<file path="src/rtl/uart_cmd_pkg.sv">
// Shared state encodings and command width for the UART command sequencer.
package uart_cmd_pkg;
  localparam int CMD_W = 16;

  typedef enum logic {HIGH_WAIT = 1'b0, LOW_WAIT = 1'b1} rx_state_t;
  typedef enum logic {TX_IDLE = 1'b0, TX_BUSY = 1'b1} tx_state_t;
endpackage

</file>
<file path="src/rtl/uart_frame_timer.sv">
// Loadable down-counter guarding the gap between the two bytes of a frame.
module uart_frame_timer #(
  parameter int TIMEOUT_CYC = 65535
) (
  input  logic clk,
  input  logic rst_n,
  input  logic load_i,
  input  logic dec_i,
  output logic zero_o
);
  localparam int TW = (TIMEOUT_CYC > 0) ? $clog2(TIMEOUT_CYC + 1) : 1;

  logic [TW-1:0] count_q, count_d;

  // Saturates at zero so the zero flag stays stable until the next load.
  always_comb begin
    count_d = count_q;
    if (load_i) begin
      count_d = TW'(TIMEOUT_CYC);
    end else if (dec_i && (count_q != '0)) begin
      count_d = count_q - 1'b1;
    end
  end

  always_ff @(posedge clk or negedge rst_n) begin
    if (!rst_n) count_q <= '0;
    else        count_q <= count_d;
  end

  assign zero_o = (count_q == '0);
endmodule

</file>
<file path="src/rtl/uart_cmd_sequencer.sv">
// Assembles two received UART bytes into a command (high byte first) and
// sequences single-byte responses into the UART transmitter.
module uart_cmd_sequencer
  import uart_cmd_pkg::*;
#(
  parameter int TIMEOUT_CYC = 65535
) (
  input  logic             clk,
  input  logic             rst_n,
  input  logic             rx_rdy,
  input  logic [7:0]       rx_data,
  output logic             rx_clr_rdy,
  output logic [CMD_W-1:0] cmd,
  output logic             cmd_rdy,
  input  logic             clr_cmd_rdy,
  output logic             frame_err,
  input  logic             send_resp,
  input  logic [7:0]       resp,
  output logic             trmt,
  output logic [7:0]       tx_data,
  input  logic             tx_done,
  output logic             resp_sent
);
  rx_state_t        rx_state_q, rx_state_d;
  tx_state_t        tx_state_q, tx_state_d;
  logic [7:0]       high_q, high_d;
  logic [CMD_W-1:0] cmd_q, cmd_d;
  logic             cmd_rdy_q, cmd_rdy_d;
  logic             frame_err_q, frame_err_d;
  logic [7:0]       tx_data_q, tx_data_d;
  logic             trmt_q, trmt_d;
  logic             resp_sent_q, resp_sent_d;
  logic             tmr_load, tmr_dec, tmr_zero;

  uart_frame_timer #(.TIMEOUT_CYC(TIMEOUT_CYC)) u_timer (
    .clk    (clk),
    .rst_n  (rst_n),
    .load_i (tmr_load),
    .dec_i  (tmr_dec),
    .zero_o (tmr_zero)
  );

  // A completing frame overrides a coincident acknowledge.
  always_comb begin
    rx_state_d  = rx_state_q;
    high_d      = high_q;
    cmd_d       = cmd_q;
    cmd_rdy_d   = cmd_rdy_q & ~clr_cmd_rdy;
    frame_err_d = 1'b0;
    rx_clr_rdy  = 1'b0;
    tmr_load    = 1'b0;
    tmr_dec     = 1'b0;
    case (rx_state_q)
      HIGH_WAIT: begin
        if (rx_rdy) begin
          high_d     = rx_data;
          rx_clr_rdy = 1'b1;
          tmr_load   = 1'b1;
          rx_state_d = LOW_WAIT;
        end
      end
      LOW_WAIT: begin
        if (rx_rdy) begin
          cmd_d       = {high_q, rx_data};
          cmd_rdy_d   = 1'b1;
          frame_err_d = cmd_rdy_q;
          rx_clr_rdy  = 1'b1;
          rx_state_d  = HIGH_WAIT;
        end else if (tmr_zero) begin
          frame_err_d = 1'b1;
          rx_state_d  = HIGH_WAIT;
        end else begin
          tmr_dec = 1'b1;
        end
      end
      default: rx_state_d = HIGH_WAIT;
    endcase
  end

  // tx_done may still be high from the previous byte during the trmt cycle.
  always_comb begin
    tx_state_d  = tx_state_q;
    tx_data_d   = tx_data_q;
    trmt_d      = 1'b0;
    resp_sent_d = 1'b0;
    case (tx_state_q)
      TX_IDLE: begin
        if (send_resp) begin
          tx_data_d  = resp;
          trmt_d     = 1'b1;
          tx_state_d = TX_BUSY;
        end
      end
      TX_BUSY: begin
        if (tx_done && !trmt_q) begin
          resp_sent_d = 1'b1;
          tx_state_d  = TX_IDLE;
        end
      end
      default: tx_state_d = TX_IDLE;
    endcase
  end

  always_ff @(posedge clk or negedge rst_n) begin
    if (!rst_n) begin
      rx_state_q  <= HIGH_WAIT;
      tx_state_q  <= TX_IDLE;
      high_q      <= '0;
      cmd_q       <= '0;
      cmd_rdy_q   <= 1'b0;
      frame_err_q <= 1'b0;
      tx_data_q   <= '0;
      trmt_q      <= 1'b0;
      resp_sent_q <= 1'b0;
    end else begin
      rx_state_q  <= rx_state_d;
      tx_state_q  <= tx_state_d;
      high_q      <= high_d;
      cmd_q       <= cmd_d;
      cmd_rdy_q   <= cmd_rdy_d;
      frame_err_q <= frame_err_d;
      tx_data_q   <= tx_data_d;
      trmt_q      <= trmt_d;
      resp_sent_q <= resp_sent_d;
    end
  end

  assign cmd       = cmd_q;
  assign cmd_rdy   = cmd_rdy_q;
  assign frame_err = frame_err_q;
  assign tx_data   = tx_data_q;
  assign trmt      = trmt_q;
  assign resp_sent = resp_sent_q;
endmodule

</file>
<file path="config.mk">
export PLATFORM = sky130hd
export DESIGN_NAME = uart_cmd_sequencer
export DESIGN_NICKNAME = d
export VERILOG_FILES = /design/src/rtl/uart_cmd_pkg.sv /design/src/rtl/uart_frame_timer.sv /design/src/rtl/uart_cmd_sequencer.sv
export SDC_FILE = /design/constraint.sdc
export NUM_CORES = 1
export LEC_CHECK = 0
export ABC_CLOCK_PERIOD_IN_PS = 5700
export CORE_MARGIN = 2
export CORE_UTILIZATION = 40
export DETAILED_ROUTE_END_ITERATION = 8
export GPL_TIMING_DRIVEN = 0
export PLACE_DENSITY_LB_ADDON = 0.25
export REMOVE_ABC_BUFFERS = 1
export SYNTH_ARGS = -nofsm -noshare
export SYNTH_HDL_FRONTEND = slang
export SYNTH_SLANG_ARGS = --single-unit
export TNS_END_PERCENT = 10
</file>
<file path="constraint.sdc">
create_clock -name clk -period 5.7 [get_ports clk]
set_clock_uncertainty 0.2 [all_clocks]
set_input_delay 0.855 -clock clk [delete_from_list [all_inputs] [get_ports clk]]
set_output_delay 0.855 -clock clk [all_outputs]
set_load 0.005 [all_outputs]
</file>
==> results.sh <==
export IMPL_die_x_um=79.2
export IMPL_areaGrowthSynthToFinish_pct=30.2
export IMPL_async_flop_share=1.00
export IMPL_detailroute_via_count=1637
export IMPL_synth_top_area_cell="dfrtp_1"
export IMPL_fin_crit_ns=3.04
export IMPL_worst_slew_margin_rel=0.183
export IMPL_edff_count_synth=0
export IMPL_synth_seq_area_share=0.597
export IMPL_worst_path_dominant_cell_family="buffers and inverters"
export IMPL_final_fill_count=493
export IMPL_max_cap_viol_count=0
export IMPL_grt_util_all_layers=0.151
export IMPL_tritoncts="yes"
export IMPL_die_height_um=79.2
export IMPL_grt_pass1_vias=1609
export IMPL_worst_path_max_delay_cell="clkdlybuf4s50_1"
export IMPL_power_per_cell_area_mw_per_mm2=345
export IMPL_count_of_boundary_i_o_pins=51
export IMPL_yosysWarningCount=0
export IMPL_finalHoldViolCount=0
export IMPL_synth_top_area_frac=0.597
export IMPL_h_tree_lvl_count=2
export IMPL_drive_above_1_share=0.143
export IMPL_final_min_period_over_clock_period=0.534
export IMPL_worst_hold_check_slack_ns=0.273
export IMPL_slew_viol_final=0
export IMPL_first_pass_grt_wire_length_mm=7.45
export IMPL_cpMostUsedCell="clkdlybuf4s50_1"
export IMPL_initial_core_utilization=0.414
export IMPL_die_area_mm2=0.00628
export IMPL_crit_path_max_fanout=7
export IMPL_std_cell_rows=27
export IMPL_synth_area_per_cell_um2=11.8
export IMPL_ordered_cell_list_for_the_critical_path="clkdlybuf4s50_1 -> clkdlybuf4s50_1"
export IMPL_drt_iter0_drc=92
export IMPL_drt_antenna_violating_nets=0
export IMPL_fp_coreArea_mm2=0.00547
export IMPL_maximum_vdd_drop_mv=0.218
export IMPL_detail_route_wirelength_mm=4.43
export IMPL_latest_clock_arrival_within_the_worst_skew_pair_ns=0.30
export IMPL_synth_top_cells_by_area="dfrtp_1 60%, mux2_2 12%, nand2_1 4.5%"
export IMPL_overflow=0
export IMPL_cts_sinks=54
export IMPL_worstHoldPathType="in -> async"
export IMPL_n_antenna_cell=0
export IMPL_port_buffers=50
export IMPL_numCtsBuffers=5
export IMPL_fmax_mhz=328
export IMPL_cts_hold_buf=0
export IMPL_clkTransAtPathRegs_ns=0.08
export IMPL_cts_resizes=0
export IMPL_synth_cells=192
export IMPL_start_kind="input pin"
export IMPL_rsz_0062_raised_after_global_routing="no"
export IMPL_status="complete, no violations"
export IMPL_antenna_violations_before_repair=0
export IMPL_netlist_cell_type_count=33
export IMPL_worst_pin_slew_ns=1.22
export IMPL_p_leak_nw=1.15
export IMPL_synth_ff_latch_count=54
export IMPL_cts_path_max_buffers=2
export IMPL_dr_pass1_iters=4
export IMPL_total_negative_setup_slacks_ns=0
export IMPL_detail_route_drc_violations=0
export IMPL_place_congestion=0.739
export IMPL_setup_worst_path_class="in -> out"
export IMPL_post_synth_instance_area_mm2=0.00226
export IMPL_grt_max_degree=40
export IMPL_clockRootBuffer="clkbuf_8"
export IMPL_dpl_hpwl_mm=3.19
export IMPL_postLayoutCoreUtil=0.539
export IMPL_avgViaCountPerCell=5.18
export IMPL_worst_setup_path_end_kind="output pin"
export IMPL_library_cell_with_the_highest_instance_count_after_synthesis="dfrtp_1"
export IMPL_finalSetupViolations=0
export IMPL_final_nets=266
export IMPL_top_flip_flop_cell_by_instance_count_after_synthesis="dfrtp_1"
export IMPL_critical_path_n_buffers_inverters=2
export IMPL_timing_critical_path_slowest_cell_delay_ns=0.59
export IMPL_critPathArrivalTime_ns=1.99
export IMPL_wl_per_cell_um=14.0
export IMPL_cts_post_setup_buffers_inserted=0
export IMPL_cp_data_required_time_ns=4.64
export IMPL_synth_commonest_cells="54 x dfrtp_1, 27 x nand2_1, 24 x mux2_2"
-- routing by layer --
metal,part of all wire,track usage
met5,0,0
met1,0.47,0.200
met4,0.012,0.0414
met2,0.47,0.243
met3,0.052,0.0420
-- layout make-up --
class,instances,area (um^2),share of cell area
repair buffers,51,515,0.175
multi-input cells,128,870,0.295
clock buffers,6,72.6,0.0246
inverters,3,11.3,0.00382
flip-flops and latches,54,1350,0.458
well taps,72,90.1,0.0306
clock inverters,2,37.5,0.0127
-- state kept, by name, summed over array words and instances (netlist names) --
signal and count:
cmd 16, cmd_rdy 1, frame_err 1, high_q 8
resp_sent 1, rx_state_q 1, trmt 1, tx_data 8
tx_state_q 1, u_timer.count_q 16
-- kinds of logic after synthesis --
group | share of synthesized area
AND/OR/NAND/NOR | 0.177
flip-flops | 0.597
multiplexers | 0.133
AO/OA/AOI/OAI | 0.0685
buffers and inverters | 0.0188
adder cells (fa/ha/maj) | 0.00553
-- path summary, 6_finish.rpt --
check | start | to | slack (ns) | cells after the start
max reg2reg | u_timer.count_q[0] | u_timer.count_q[14] | 3.11 | 6
max | rx_rdy | rx_clr_rdy | 2.66 | 2
max in group asynchronous | rst_n | high_q[6] | 4.50 | 2
min in group clk | high_q[1] | high_q[1] | 0.28 | 2
min | rst_n | tx_data[3] | 0.27 | 1
min reg2reg | high_q[1] | high_q[1] | 0.28 | 2
-- cell usage in the layout, fill, tap and decap left out --
master	n
or3_1	7
clkbuf_8	5
ha_1	1
or3b_2	1
nor2_1	6
mux2i_1	3
buf_2	1
clkinvlp_4	1
nor3b_1	1
o211ai_1	3
or4_4	1
mux2_2	24
inv_1	3
nor4_1	5
o41ai_1	1
o21ai_0	9
nand4_1	1
and2_1	3
nor3_1	3
a21oi_1	2
o31ai_1	3
a41oi_1	1
or4_1	8
a211oi_1	2
nand2_1	27
buf_12	1
and3b_1	1
nand3_1	7
clkdlybuf4s50_1	49
nand2b_1	2
a41o_1	1
a31oi_1	2
bufinv_16	1
and3_1	1
nor2b_1	2
clkbuf_1	1
dfrtp_1	54
-- through the flow --
step | instances | instance area (um^2) | setup WS, ns | power, W
after floorplan | 185 | 2230 | 3.36 | 0.000609
after global placement | 307 | 2820 | 1.87 | 0.000775
after detailed placement | 308 | 2840 | 2.63 | 0.000785
after CTS | 316 | 2950 | 2.65 | 0.00103
after global routing | 316 | 2950 | 2.60 | 0.00108
final | 316 | 2950 | 2.66 | 0.00102
-- report_power, final --
part | total, W | internal, W | switching [W]
registers | 0.000505 | 0.000463 | 0.0000426
clock network | 0.000248 | 0.000131 | 0.000117
logic | 0.000265 | 0.000176 | 0.0000890
total | 0.00102 | 0.000770 | 0.000248
(Power assumes the default switching activity.)
